===== src/rtl/rom_loader_pkg.sv =====
// Shared types and constants for the ROM-to-RAM image loader.
package rom_loader_pkg;

    // Loader FSM states
    typedef enum logic [1:0] {
        StIdle,
        StRead,
        StWrite,
        StDone
    } state_e;

    localparam int unsigned WORD_BYTES = 4;
    localparam int unsigned LANE_W     = 2;

    // Increment that sticks at all-ones instead of wrapping
    function automatic logic [15:0] sat_inc16(input logic [15:0] v);
        return (v == 16'hFFFF) ? v : v + 16'd1;
    endfunction

endpackage


===== src/rtl/rom_word_packer.sv =====
// Four-lane byte register: writes one byte lane at a time and presents the
// lanes as a little-endian 32-bit word (lane 0 in bits [7:0]).
module rom_word_packer
    import rom_loader_pkg::*;
(
    input  logic                      i_clk,
    input  logic                      i_reset,
    input  logic                      i_clear,
    input  logic                      i_wr_en,
    input  logic [LANE_W-1:0]         i_lane,
    input  logic [7:0]                i_byte,
    output logic [WORD_BYTES*8-1:0]   o_word
);

    logic [WORD_BYTES-1:0][7:0] r_lanes;

    // Lane storage: clear wins over a lane write
    always_ff @(posedge i_clk) begin
        if (i_reset || i_clear) begin
            r_lanes <= '0;
        end else if (i_wr_en) begin
            r_lanes[i_lane] <= i_byte;
        end
    end

    assign o_word = r_lanes;

endmodule


===== src/rtl/rom_loader.sv =====
// ROM image loader: walks ROM byte addresses from 0 until rom_done, packs
// bytes into little-endian words and writes them to RAM over valid/ready.
// Optional feature: define ROM_LOADER_CHECKSUM_EN to add o_checksum, the
// modulo-2^32 sum of all accepted write words of the current load.
module rom_loader
    import rom_loader_pkg::*;
#(
    parameter int unsigned MEM_AW     = 16,
    parameter int unsigned BASE_WADDR = 0,
    parameter int unsigned MAX_BYTES  = 4096
) (
    input  logic              i_clk,
    input  logic              i_reset,
    input  logic              i_start,
    output logic [31:0]       o_rom_address,
    input  logic [7:0]        i_rom_byte,
    input  logic              i_rom_done,
    output logic              o_mem_valid,
    input  logic              i_mem_ready,
    output logic [MEM_AW-1:0] o_mem_waddr,
    output logic [31:0]       o_mem_wdata,
    output logic              o_busy,
    output logic              o_finished,
    output logic              o_error,
    output logic [15:0]       o_words_loaded
`ifdef ROM_LOADER_CHECKSUM_EN
    ,
    output logic [31:0]       o_checksum
`endif
);

    localparam logic [MEM_AW-1:0] BaseAddr = MEM_AW'(BASE_WADDR);
    localparam logic [31:0]       MaxAddr  = 32'(MAX_BYTES);

    state_e              r_state;
    logic [31:0]         r_rom_address;
    logic                r_mem_valid;
    logic [MEM_AW-1:0]   r_mem_waddr;
    logic                r_busy;
    logic                r_finished;
    logic                r_error;
    logic [15:0]         r_words_loaded;
    // End of image (rom_done or byte limit) already observed in this load
    logic                r_end_seen;

    logic [LANE_W-1:0]   w_lane;
    logic                w_partial;
    logic                w_at_limit;
    logic                w_start;
    logic                w_accept;
    logic                w_write_byte;
    logic                w_clear;
    logic [31:0]         w_word;

    // Lane follows the byte address because every load starts at address 0
    assign w_lane       = r_rom_address[LANE_W-1:0];
    assign w_partial    = (w_lane != '0);
    assign w_at_limit   = (r_rom_address == MaxAddr);
    assign w_start      = i_start && ((r_state == StIdle) || (r_state == StDone));
    assign w_accept     = (r_state == StWrite) && i_mem_ready;
    assign w_write_byte = (r_state == StRead) && !i_rom_done && !w_at_limit;
    assign w_clear      = w_start || w_accept;

    rom_word_packer u_packer (
        .i_clk   (i_clk),
        .i_reset (i_reset),
        .i_clear (w_clear),
        .i_wr_en (w_write_byte),
        .i_lane  (w_lane),
        .i_byte  (i_rom_byte),
        .o_word  (w_word)
    );

    // Loader FSM with address counter and write-port registers
    always_ff @(posedge i_clk) begin
        if (i_reset) begin
            r_state        <= StIdle;
            r_rom_address  <= '0;
            r_mem_valid    <= 1'b0;
            r_mem_waddr    <= BaseAddr;
            r_busy         <= 1'b0;
            r_finished     <= 1'b0;
            r_error        <= 1'b0;
            r_words_loaded <= '0;
            r_end_seen     <= 1'b0;
        end else begin
            unique case (r_state)
                StIdle, StDone: begin
                    if (i_start) begin
                        r_state        <= StRead;
                        r_rom_address  <= '0;
                        r_mem_waddr    <= BaseAddr;
                        r_words_loaded <= '0;
                        r_error        <= 1'b0;
                        r_finished     <= 1'b0;
                        r_busy         <= 1'b1;
                        r_end_seen     <= 1'b0;
                    end
                end
                StRead: begin
                    if (i_rom_done || w_at_limit) begin
                        r_end_seen <= 1'b1;
                        // rom_done has priority: an image ending exactly at the limit is not an error
                        if (!i_rom_done) begin
                            r_error <= 1'b1;
                        end
                        if (w_partial) begin
                            r_state     <= StWrite;
                            r_mem_valid <= 1'b1;
                        end else begin
                            r_state    <= StDone;
                            r_busy     <= 1'b0;
                            r_finished <= 1'b1;
                        end
                    end else begin
                        r_rom_address <= r_rom_address + 32'd1;
                        if (w_lane == LANE_W'(WORD_BYTES - 1)) begin
                            r_state     <= StWrite;
                            r_mem_valid <= 1'b1;
                        end
                    end
                end
                StWrite: begin
                    if (i_mem_ready) begin
                        r_mem_valid    <= 1'b0;
                        r_mem_waddr    <= r_mem_waddr + MEM_AW'(1);
                        r_words_loaded <= sat_inc16(r_words_loaded);
                        if (r_end_seen) begin
                            r_state    <= StDone;
                            r_busy     <= 1'b0;
                            r_finished <= 1'b1;
                        end else begin
                            r_state <= StRead;
                        end
                    end
                end
                default: r_state <= StIdle;
            endcase
        end
    end

`ifdef ROM_LOADER_CHECKSUM_EN
    logic [31:0] r_checksum;

    // Running sum of accepted write words
    always_ff @(posedge i_clk) begin
        if (i_reset || w_start) begin
            r_checksum <= '0;
        end else if (w_accept) begin
            r_checksum <= r_checksum + w_word;
        end
    end

    assign o_checksum = r_checksum;
`endif

    assign o_rom_address  = r_rom_address;
    assign o_mem_valid    = r_mem_valid;
    assign o_mem_waddr    = r_mem_waddr;
    assign o_mem_wdata    = w_word;
    assign o_busy         = r_busy;
    assign o_finished     = r_finished;
    assign o_error        = r_error;
    assign o_words_loaded = r_words_loaded;

endmodule


===== config.mk =====
export PLATFORM = sky130hd
export DESIGN_NAME = rom_loader
export DESIGN_NICKNAME = d
export VERILOG_FILES = /design/src/rtl/rom_loader_pkg.sv /design/src/rtl/rom_word_packer.sv /design/src/rtl/rom_loader.sv
export SDC_FILE = /design/constraint.sdc
export NUM_CORES = 1
export LEC_CHECK = 0
export CORE_ASPECT_RATIO = 0.9
export CORE_MARGIN = 10
export CORE_UTILIZATION = 30
export DETAILED_ROUTE_END_ITERATION = 12
export DONT_BUFFER_PORTS = 1
export GPL_ROUTABILITY_DRIVEN = 1
export GPL_TIMING_DRIVEN = 0
export PLACE_DENSITY = 0.43
export SYNTH_ARGS = -nofsm -noshare
export SYNTH_HDL_FRONTEND = slang
export SYNTH_SLANG_ARGS = --single-unit

===== constraint.sdc =====
create_clock -name i_clk -period 4.2 [get_ports i_clk]
set_clock_uncertainty 0.15 [all_clocks]
set_input_delay 0.84 -clock i_clk [delete_from_list [all_inputs] [get_ports i_clk]]
set_output_delay 0.84 -clock i_clk [all_outputs]
set_load 0.02 [all_outputs]

Yosys cells after proc, flatten, opt, wreduce, memory -nomap -nowiden

Cells that the tools add are included.

Register bits after elaboration: 103
Input port bits: 13
Output and inout port bits: 100
Word-level logic and storage cells: 100

$add $sub $neg: 3
Order comparisons: 2
Eq/ne operators: 16
Muxes and demuxes: 41
Reductions and logical operators: 25

Operator list:

| cell                    | number |
|---|---|
| $mux W16                | 4 |
| $mux W32                | 2 |
| $pmux W16 S2            | 2 |
| $pmux W32 S2            | 1 |
| $add A16 B1 Y16 const B | 2 |
| $add A32 B1 Y32 const B | 1 |
| $bwmux W32              | 1 |
| $eq A32 B13 Y1 const B  | 1 |
| $mux W1                 | 18 |
| $demux W8 S2            | 1 |
| $eq A16 B16 Y1 const B  | 1 |
| $ne A2 B2 Y1 const B    | 7 |
| $reduce_and A3 Y1       | 4 |
| $reduce_and A4 Y1       | 3 |
| $mux W2                 | 5 |
| $mux W8                 | 1 |
| $reduce_bool A2 Y1      | 4 |
| $eq A2 B2 Y1 const B    | 3 |
| $pmux W1 S2             | 3 |
| $pmux W1 S3             | 2 |
| $pmux W2 S3             | 1 |
| $logic_and A1 B1 Y1     | 5 |
| $reduce_and A5 Y1       | 1 |
| $logic_or A1 B1 Y1      | 4 |
| 9 further kinds         | 10 |

Depth between registers and ports, before layout

Depth after elaboration: 5
Gate-level depth with buffers: 10

Hierarchy

From an unflattened synthesis, not the netlist that was laid out.

Cells, all modules: 561
Area, all modules: 5,017.3 µm²

By module, submodules not included:

| module          | times used | cells each | area each (µm²) | seq. area each (µm²) |
|---|---|---|---|---|
| rom_loader      | 1          | 439        | 3,603.5         | 1,421.4 |
| rom_word_packer | 1          | 122        | 1,413.9         | 640.6 |

Worst setup path after synthesis

OpenSTA, ideal clock, no wires.

Path kind: input port to flip-flop
From: input i_start
To: register r_rom_address[27], in the netlist o_rom_address[27]
Library setup time: 0.128 ns
Arrival: 2.125 ns
Path slack: 1.797 ns
Stages: 8
Cells stage by stage: buf_2 and3b_1 buf_4 nand3_2 buf_4 a2111oi_4 xnor2_1 nor2_1

Word-level cells in the longest chain between the ends: 2

Ends and longest elaborated chain:

| item                        | line              | source |
|---|---|---|
| from (decl)                 | rom_loader.sv:14  | `input logic i_start,` |
| $ne A2 B2 Y1 (no line)      | --                |  |
| $reduce_and A3 Y1 (no line) | --                |  |
| to (signal assigned)        | rom_loader.sv:116 | `r_rom_address <= r_rom_address + 32'd1;` |
| to (decl)                   | rom_loader.sv:36  | `logic [31:0] r_rom_address;` |

No other way between the ends.
A chain may end at the register's enable or synchronous reset.

Worst setup path after layout

From: register r_rom_address[0], in the netlist o_rom_address[0]
To: register u_packer.r_lanes (netlist bit u_packer.o_word[24])

Word-level cells in the longest chain between the ends: 5
Elaborated cells between the ends (all ways): 9

Ends and longest elaborated chain:

| item                                                                      | line                  | source |
|---|---|---|
| $lt A2 B3 Y1 (not written as such) / $ge A2 B1 Y1 (equally long branches) | rom_word_packer.sv:22 | `r_lanes[i_lane] <= i_byte;` |
| $logic_and A1 B1 Y1 (not written as such)                                 | rom_word_packer.sv:22 |  |
| $mux W8 (not written as such)                                             | rom_word_packer.sv:22 |  |
| $demux W8 S2                                                              | --                    |  |
| $bwmux W32                                                                | rom_word_packer.sv:22 |  |
| to (signal, indexed assignment)                                           | rom_word_packer.sv:22 |  |
| to (decl)                                                                 | rom_word_packer.sv:15 | `logic [WORD_BYTES-1:0][7:0] r_lanes;` |

Parallel ways exist; a longest one is shown, timed or not.

==> impl_metrics.py <==
metrics = {
    "clock_tree": {
        "clock-root-buffer": "clkbuf_16",
        "cts_setup_buffers": 0,
        "cts-buffers-inserted": 9,
        "cts_tree": "built",
        "clkSinkCount": 103,
        "h-tree-depth": 3,
        "post_cts_resized": 0,
        "clockBufferDepth": 2,
        "path_clk_slew_ns": 0.07,
        "clk-insertion-delay-late_ns": 0.35,
        "cts_hold_buf": 0,
    },
    "critical_path": {
        "worstPathArrival_ns": 2.84,
        "end_kind": "register",
        "startpoint": "o_rom_address[0]$_SDFFE_PP0P_",
        "critPathKind": "reg -> reg",
        "startpoint_type": "register",
        "rr_worst_depth": 7,
        "worstPathRequired_ns": 4.28,
        "crit_fanout": 8,
        "r2r-start": "o_rom_address[0]$_SDFFE_PP0P_",
    },
    "route": {
        "drtIter0Drc": 236,
        "routed_via_density": 5.09,
        "drt_first_pass_iters": 4,
        "postRouteAntennaNets": 0,
        "wl_met1_um": 6610,
        "wl_met3_um": 1510,
        "wire_per_inst_um": 18.3,
        "vias": 4180,
        "drc_errors": 0,
        "route.met2.wl_um": 6800,
        "wirelength_um": 15100,
        "dr.max_layer_used": "met4",
    },
    "die": {
        "rows": 45,
        "start_util_pct": 30.9,
        "pin_count": 113,
        "die_w_um": 159,
        "coreArea_mm2": 0.0170,
        "fp.dieH_um": 146,
        "dieArea_mm2": 0.0232,
    },
    "finish": {
        "num_antenna_cells": 0,
        "fin_nets": 603,
        "fillers": 1784,
        "regArea_mm2": 0.00206,
        "area_delta_synth_final_pct": 11.1,
        "multi_input_area_mm2": 0.00298,
        "layout.cells.non_filler": 822,
        "drive_gt1_share_pct": 14.1,
    },
    "pwr": {
        "ir_drop_uv": 207,
        "power_density_mw_per_mm2": 415,
        "p_leak_uw": 0.00210,
    },
    "yosys": {
        "synth_edf_count": 0,
        "synth_fp_nets": 592,
        "yosysWarnings": 0,
        "synth_top_area_share_pct": 39.3,
        "ys_ff_latch": 103,
        "synth_cells": 571,
        "yosys.area.top_type": "dfxtp_1",
        "synthesis.area_mm2": 0.00525,
        "yosys-top-cells-area": "dfxtp_1 39%, mux2i_1 8.8%, nor2_1 6.1%",
        "yosysSeqAreaShare_pct": 39.3,
        "avgSynthCellArea_um2": 9.20,
        "yosysMostFrequentCell": "dfxtp_1",
        "ys_types": 68,
        "synth-async-reset-ratio_pct": 0,
        "ys.flop_type": "dfxtp_1",
        "yosys-top-cells-count": "103 x dfxtp_1, 86 x nor2_1, 46 x mux2i_1",
    },
    "sta": {
        "max_slew_margin_pct": 45.8,
        "setup_violations": 0,
        "tightest_slew_ns": 0.808,
        "fin_crit_sh_pct": 65.7,
        "hold_viol_final": 0,
        "fmax_mhz": 362,
        "worst_hold_slack_ns": 0.366,
        "drv_slew": 0,
        "period_needed_ns": 2.76,
        "rsz0062_at_grt": "no",
        "fin_tns_setup_ns": 0,
    },
    "grt": {
        "antenna_found_initial": 0,
        "grt_pass1_wl_um": 24200,
        "grt-ovfl-total": 0,
        "grt_use_total_pct": 12.9,
        "first_global_vias": 4098,
        "grt_max_degree": 19,
    },
    "place": {
        "dp.final_hpwl_um": 11500,
        "numPlacedInstances": 806,
        "gp_congestion": 0.780,
        "portBuffers": 0,
    },
    "hold_path": {
        "hp-class": "reg -> reg",
        "hold_depth": 2,
        "hold_start": "r_state[0]$_SDFFE_PP0P_",
    },
    "run_status": {
        "status": "finished clean",
    },
    "run": {
        "maxCapViolCount": 0,
    },
}
[worst max-delay path, stage by stage, from the launching register on]
cell,delay (ns)
dfxtp_1,0.47
inv_1,0.19
ha_1,0.37
nor4b_4,0.34
nand4_4,0.28
o211ai_4,0.52
mux2i_1,0.25
nor2_1,0.06
[flip-flops by register name (all words and copies together), names as in the netlist]
name	cells
o_rom_address	32
o_finished	1
o_error	1
o_words_loaded	16
o_mem_valid	1
o_mem_waddr	16
o_busy	1
u_packer.o_word	32
r_end_seen	1
r_state	2
[kinds of logic (layout without fill, tap and decap cells)]
family,count (synthesis),after routing,synth area share (%)
and+or+nand+nor,242,242,25.3
muxes,51,51,9.84
DFF,103,103,39.3
AOI/OAI and AO/OA,92,92,14.7
buffers and inverters,45,61,3.95
xor gates and xnor gates,30,30,5.00
adders and majority gates,8,8,1.91
[final timing paths]
check / endpoint / slack (ns)
max: u_packer.o_word[24]$_SDFFE_PP0P_ / 1.44
min: r_state[0]$_SDFFE_PP0P_ / 0.37
max reg2reg: u_packer.o_word[24]$_SDFFE_PP0P_ / 1.44
min reg2reg: r_state[0]$_SDFFE_PP0P_ / 0.37
[cell type report]
type	instances	share of cell area [%]
Multi-Input combinational cell	423	51.1
Inverter	21	1.35
Sequential cell	103	35.3
Tap cell	235	5.04
Buffer	24	2.21
Clock buffer	10	4.09
Clock inverter	6	0.900
[where the power goes]
group | switching [uW] | leakage (uW) | internal [uW] | total, uW
combinational | 343 | 0.00113 | 164 | 507
clock | 413 | 0.000138 | 429 | 842
sequential | 64.9 | 0.000831 | 1010 | 1070
total | 821 | 0.00210 | 1600 | 2420
[layout by cell type, fill, tap and decap left out, types with 5 or more instances in the layout]
cell type | Yosys | routed
dfxtp_1 | 103 | 103
nor2_1 | 86 | 86
mux2i_1 | 46 | 46
nand2_1 | 45 | 45
xnor2_1 | 27 | 27
nand3_1 | 21 | 21
inv_1 | 21 | 21
a21oi_1 | 20 | 20
a211oi_1 | 15 | 15
nand4_1 | 13 | 13
or3_1 | 12 | 12
buf_2 | 10 | 10
clkbuf_16 | 0 | 9
clkbuf_1 | 8 | 8
nor4_2 | 8 | 8
o21ai_0 | 8 | 8
nor3_1 | 8 | 8
ha_1 | 8 | 8
nor4_1 | 6 | 6
nand2b_1 | 6 | 6
a31o_2 | 5 | 5
and3_1 | 5 | 5
[stage by stage]
step,util (%),worst slack [ns],area [um2],power [uW]
floorplan,-,1.80,5250,1460
global placement,32.6,1.41,5550,1610
detailed placement,32.6,1.39,5550,1610
CTS,34.3,1.39,5840,2470
global route,34.3,1.14,5840,2570
finish,34.3,1.44,5840,2420
[routing by layer]
metal	up-vias	global-route usage [%]
met5	-	0
met4	0	3.38
met3	9	6.35
met2	98	19.9
met1	1992	15.5
li1	2081	-
Note: power is estimated with default switching activity, not from simulation.
